<file path="src/rtl/ysyx_22040386_pipe_reg_pkg.sv">
// Shared definitions for the ysyx_22040386 pipeline register: occupancy width
// and the state encoding, which doubles as the occupancy count.
package ysyx_22040386_pipe_reg_pkg;

  localparam int PR_CNT_W = 2;

  typedef enum logic [PR_CNT_W-1:0] {
    ST_EMPTY = 2'd0,
    ST_HALF  = 2'd1,
    ST_FULL  = 2'd2
  } pr_state_e;

endpackage

</file>
<file path="src/rtl/ysyx_22040386_pipe_reg.sv">
// Valid/ready pipeline stage register: 2-entry skid buffer (SKID=1) or a
// single register with combinational ready (SKID=0), with a squash input.
module ysyx_22040386_pipe_reg
  import ysyx_22040386_pipe_reg_pkg::*;
#(
  parameter int DATA_W = 64,
  parameter int SKID   = 1
) (
  input  logic                i_PR_clk,
  input  logic                i_PR_rst,
  input  logic                i_PR_flush,
  input  logic                i_PR_in_valid,
  output logic                o_PR_in_ready,
  input  logic [DATA_W-1:0]   i_PR_in_data,
  output logic                o_PR_out_valid,
  input  logic                i_PR_out_ready,
  output logic [DATA_W-1:0]   o_PR_out_data,
  output logic [PR_CNT_W-1:0] o_PR_count
);

  pr_state_e          state_q, state_d;
  logic [DATA_W-1:0]  main_q, main_d;
  logic [DATA_W-1:0]  skid_q, skid_d;
  logic               in_ready_s;
  logic               out_valid_s;
  logic               in_fire_s;
  logic               out_fire_s;

  // Handshake decode; the skid variant keeps ready a pure function of state.
  always_comb begin
    out_valid_s = (state_q != ST_EMPTY);
    if (SKID != 0) begin
      in_ready_s = (state_q != ST_FULL);
    end else begin
      in_ready_s = ~out_valid_s | i_PR_out_ready;
    end
    in_fire_s  = i_PR_in_valid & in_ready_s;
    out_fire_s = out_valid_s & i_PR_out_ready;
  end

  // Next-state and entry updates; flush squashes everything, including a same-cycle push.
  always_comb begin
    state_d = state_q;
    main_d  = main_q;
    skid_d  = skid_q;
    if (i_PR_flush) begin
      state_d = ST_EMPTY;
    end else begin
      case (state_q)
        ST_EMPTY: begin
          if (in_fire_s) begin
            state_d = ST_HALF;
            main_d  = i_PR_in_data;
          end else begin
            state_d = ST_EMPTY;
          end
        end
        ST_HALF: begin
          if (in_fire_s && out_fire_s) begin
            main_d = i_PR_in_data;
          end else if (in_fire_s) begin
            // Only reachable with a skid entry; the single-register variant
            // cannot accept while full unless downstream also drains.
            if (SKID != 0) begin
              state_d = ST_FULL;
              skid_d  = i_PR_in_data;
            end else begin
              main_d = i_PR_in_data;
            end
          end else if (out_fire_s) begin
            state_d = ST_EMPTY;
          end else begin
            state_d = ST_HALF;
          end
        end
        ST_FULL: begin
          if (out_fire_s) begin
            state_d = ST_HALF;
            main_d  = skid_q;
          end else begin
            state_d = ST_FULL;
          end
        end
        default: begin
          state_d = ST_EMPTY;
        end
      endcase
    end
  end

  // State and payload registers with synchronous reset.
  always_ff @(posedge i_PR_clk) begin
    if (i_PR_rst) begin
      state_q <= ST_EMPTY;
      main_q  <= '0;
      skid_q  <= '0;
    end else begin
      state_q <= state_d;
      main_q  <= main_d;
      skid_q  <= skid_d;
    end
  end

  assign o_PR_in_ready  = in_ready_s;
  assign o_PR_out_valid = out_valid_s;
  assign o_PR_out_data  = main_q;
  assign o_PR_count     = state_q;

endmodule

</file>
<file path="config.mk">
export PLATFORM = sky130hd
export DESIGN_NAME = ysyx_22040386_pipe_reg
export DESIGN_NICKNAME = d
export VERILOG_FILES = /design/src/rtl/ysyx_22040386_pipe_reg_pkg.sv /design/src/rtl/ysyx_22040386_pipe_reg.sv
export SDC_FILE = /design/constraint.sdc
export NUM_CORES = 1
export LEC_CHECK = 0
export CAP_MARGIN = 15
export CORE_MARGIN = 2
export CORE_UTILIZATION = 51
export DETAILED_ROUTE_END_ITERATION = 12
export MAX_ROUTING_LAYER = met4
export PLACE_DENSITY = 0.8
export SYNTH_ARGS = -nofsm -noshare
export SYNTH_HDL_FRONTEND = slang
export SYNTH_SLANG_ARGS = --single-unit
export TNS_END_PERCENT = 20
</file>
<file path="constraint.sdc">
create_clock -name i_PR_clk -period 2.1 [get_ports i_PR_clk]
set_input_delay 0.63 -clock i_PR_clk [delete_from_list [all_inputs] [get_ports i_PR_clk]]
set_output_delay 0.63 -clock i_PR_clk [all_outputs]
set_load 0.005 [all_outputs]
</file>
Word level (Yosys, flattened, before mapping)
Index checks and enable logic that the tools add are counted.

Register bits after elaboration: 130. Logic and storage cells: 31. Output and inout bits: 68.

Reductions and logical operators: 7. Mux-type cells: 10. Bitwise logic cells: 4. Equality and inequality tests: 7.

Operators with widths (number): 64-bit 2-to-1 mux (3); 64-bit case mux with 3 select lines (1); 2-bit != test (second input constant) (5); 2-bit 2-to-1 mux (3); 2-bit case mux with 3 select lines (1); 5-bit AND reduction (1); 4-bit AND reduction (1); 3-bit nonzero test (1); 1-bit bitwise AND (2); 2-bit by 1-bit == test with 1-bit output (second input constant) (1); 2-bit == test (second input constant) (1); 2-bit zero test (1); 1-bit 2-to-1 mux (2); 1-bit inverter (2); 2-bit nonzero test (1); 2-bit OR reduction (1); 1-bit logical AND (1).

Logic depth before layout (Yosys ltp)
Depth in word-level cells: 6. Depth in mapped cells: 6.

Worst setup path before layout
Ideal clock, no wire load.

Path type: input -> register. Start point: in i_PR_out_ready. End point: reg skid_q[33]. Stages: 6. Setup slack: 0.427 ns. Library setup time: 0.125 ns. Required time: 1.975 ns. Data arrival time: 1.548 ns. Cell sequence: nand2b_4 -> or3_1 -> buf_4 -> buf_6 -> nand2_2 -> a21oi_2.

Longest elaborated chain between the ends: 4.

RTL lines: start, declared (RTL line ysyx_22040386_pipe_reg.sv:16) `input logic i_PR_out_ready,`; 1-bit bitwise AND (RTL line ysyx_22040386_pipe_reg.sv:38) `out_fire_s = out_valid_s & i_PR_out_ready;`; 1-bit logical AND (RTL line ysyx_22040386_pipe_reg.sv:59) `if (in_fire_s && out_fire_s) begin`; 1-bit inverter (no line); 4-bit AND reduction (no line); end signal, assigned (RTL line ysyx_22040386_pipe_reg.sv:100) `skid_q <= skid_d;`; end, declared (RTL line ysyx_22040386_pipe_reg.sv:23) `logic [DATA_W-1:0] skid_q, skid_d;`.

Every way passes these cells. A chain may end at the register's enable or synchronous reset.

Worst setup path after layout
Start point: reg state_q[1] (netlist: o_PR_count[1]). End point: out o_PR_out_valid.

Longest elaborated chain between the ends: 1.

RTL lines: start, declared (RTL line ysyx_22040386_pipe_reg.sv:21) `pr_state_e state_q, state_d;`; start signal, assigned (RTL line ysyx_22040386_pipe_reg.sv:98) `state_q <= state_d;`; 2-bit nonzero test (RTL line ysyx_22040386_pipe_reg.sv:31) `out_valid_s = (state_q != ST_EMPTY);`; end, declared (RTL line ysyx_22040386_pipe_reg.sv:15) `output logic o_PR_out_valid,`.

Every way passes these cells.

==> reports/qor.txt <==
Synth cell types = 27
Clock Pin Slew Worst Setup and Hold Paths = 60 ps
via count = 5315
Worst Skew = 7.70 ps
DRT iter0 DRCs = 402
H-tree depth = 4
RSZ-0062 raised after global routing = no
Critical Path Sink Type = output port
total track usage = 23.7%
worst slew pin tran = 611 ps
Layout area overhead = 31.7%
Placed Area = 0.00792 sq mm
Sink Count = 130
Post-CTS Hold Fix Bufs = 0
first-pass GRT wire length = 24900 um
Layout Cells excl Fill = 963
CP arrival = 1330 ps
share of the clock period used by the worst path = 93.5%
Residual DRC = 0
switching share of total power = 22.6%
Post-synth ARST share = 0%
Initial Utilization = 51.6%
worst-skew pair later-pin latency = 410 ps
R2R setup slack = 500 ps
fill cell count = 998
Post-Route WL = 15600 um
r2r worst-path depth = 7
I/O pin cnt = 137
logic gate share of total power = 12.2%
# placed instances = 933
vias in the first global route = 5257
synthesized area = 0.00646 sq mm
worst r2r dst = o_PR_out_data[60]
DIE WIDTH = 117 um
CTS root buf = clkbuf_16
Net count, final = 849
Syn Nets = 733
most frequent cells in the layout = clkdlybuf4s50_1, dfxtp_1, nand2_1
Pwr Density = 737 mW/mm^2
WL/cell = 16.2 um
clock group share of total power = 46.6%
Sw Pwr = 0.00142 W
DRT antenna net count = 0
leakage power = 3.55 nW
f_max = 509 MHz
outcome = finished, final reports clean
hold path depth = 2
Flop pwr share = 41.2%
routability cong. = 0.815
fin crit period = 1960 ps
Post-synth EDFFs = 0
CTS tree = built
FP Rows = 41
Max Cap Viol = 0
number of antenna violations at the first check in global routing = 0
Crit Path Max Fanout = 8
number of synthesized register bits = 130
Hold Crit Start = skid_q[29]
DP HPWL = 10100 um
most common cell after layout, fill and taps aside = clkdlybuf4s50_1
Slew HR = 59.3%
post-synthesis sequential area ratio = 40.3%
fin. max-slew vios = 0
start of the worst register-to-register path = o_PR_count[0]
top_reg_cell synth = dfxtp_1
layout cells sized above 1 = 19.3%
yosys warns = 0
Worst Hold End = skid_q[29]
DR pass1 iterations = 5
internal power = 0.00485 W
total grt overflow = 0
Mapped Avg Cell Area = 9.73 sq um
worst min path class = reg2reg
CTS buffer count = 17
design area = 0.00851 sq mm
Final Hold Viols = 0
Die ar. = 0.0136 sq mm
CP required = 1470 ps
Core ar. = 0.0125 sq mm
VDD IR max = 0.420 mV
crit start category = register
WS Path Type = reg2out
PortBufs = 136
setup repair bufs after CTS = 0
largest net degree at the start of global routing = 66
via-per-instance ratio = 5.52
final count of negative-setup-slack endpoints = 0
cells after synthesis = 664
Chip Height = 117 um
clock buffer depth = 2
diodes inserted = 0
[metal layers]
metal,part of all wire (%),vias to the layer above,global-route usage (%),wire length [um]
met5,0,-,-,0
met4,2.1,0,9.88,331
met3,4.3,30,4.15,666
met2,51,160,39.9,7900
met1,43,2539,27.9,6730
li1,-,2586,-,-
[per-stage QoR]
step           setup TNS [ps]  util (%)  power [W]  setup slack, ps  hold WS [ps]
4_1_cts                     0      68.0    0.00629             14.5           454
6_report                    0      68.0    0.00627              136           453
3_5_place_dp           -17430      63.3    0.00340             -226           446
2_1_floorplan               0         -    0.00301              427           436
3_3_place_gp           -14570      63.3    0.00337             -156           440
5_1_grt                     0      68.0    0.00645             96.5           477
[critical path, cell delays in order, from the launching register on]
cell	delay [ps]
dfxtp_4	370
or2_2	290
dlygate4sd2_1	260
[cell families (layout without fill, tap and decap cells)]
logic type,count (synthesis),count (layout),share of synthesized area (%)
flip-flops,130,130,40.3
buffers and inverters,70,197,7.73
AND/OR/NAND/NOR,203,203,15.7
AO/OA/AOI/OAI,197,197,26.4
multiplexers,64,64,9.92
[area by class of cell]
| cell class | instances | area (sq um) | area share (%) |
|---|---|---|---|
| clock buffer | 24 | 472 | 5.54 |
| clock inverter | 6 | 105 | 1.24 |
| multi-input combinational | 464 | 3370 | 39.7 |
| sequential | 130 | 2610 | 30.7 |
| tap | 172 | 215 | 2.53 |
| timing repair buffer | 167 | 1730 | 20.4 |
[Yosys cell counts (2+ instances only)]
cell	count	share of area, %
nand2_2	20	1.9
o41ai_2	56	14
clkbuf_1	31	1.8
o21ai_0	10	0.77
o41ai_1	8	1.1
dfxtp_1	130	40
mux2i_1	64	9.9
buf_4	8	0.93
nand2b_1	2	0.19
o21ai_1	54	4.2
buf_2	10	0.77
nor2b_1	65	6.3
buf_12	5	1.5
a21oi_2	11	1.5
nand2_1	110	6.4
a21oi_1	55	4.3
buf_6	15	2.6
[sequential cells by signal (all words and copies together), names as in the netlist]
register / cells
o_PR_count: 2
o_PR_out_data: 64
skid_q: 64
[timing repair]
| item | in CTS | in global routing |
|---|---|---|
| cloned | 0 | 0 |
| setup endpoints to repair | 3 | 1 |
| resized for setup | 5 | 1 |
[worst max-delay path by stage]
stage,start,end,slack [ps],cells past startpoint
after global routing,i_PR_in_valid,o_PR_out_data[27],100,6
after CTS,o_PR_count[0],o_PR_in_ready,10,2
final,o_PR_count[1],o_PR_out_valid,140,2
after global placement,i_PR_out_ready,skid_q[24],-160,6
after detailed placement,i_PR_in_valid,o_PR_out_data[60],-230,7
after floorplan,i_PR_out_ready,skid_q[33],430,6
[power groups by stage]
stage / registers [W] / clock network [W] / logic, W
6_report: 0.00258 / 0.00292 / 0.000765
3_5_place_dp: 0.00264 / 0 / 0.000762
4_1_cts: 0.00258 / 0.00295 / 0.000767
3_3_place_gp: 0.00263 / 0 / 0.000743
2_1_floorplan: 0.00263 / 0 / 0.000375
5_1_grt: 0.00259 / 0.00305 / 0.000818
(Power assumes the default switching activity.)
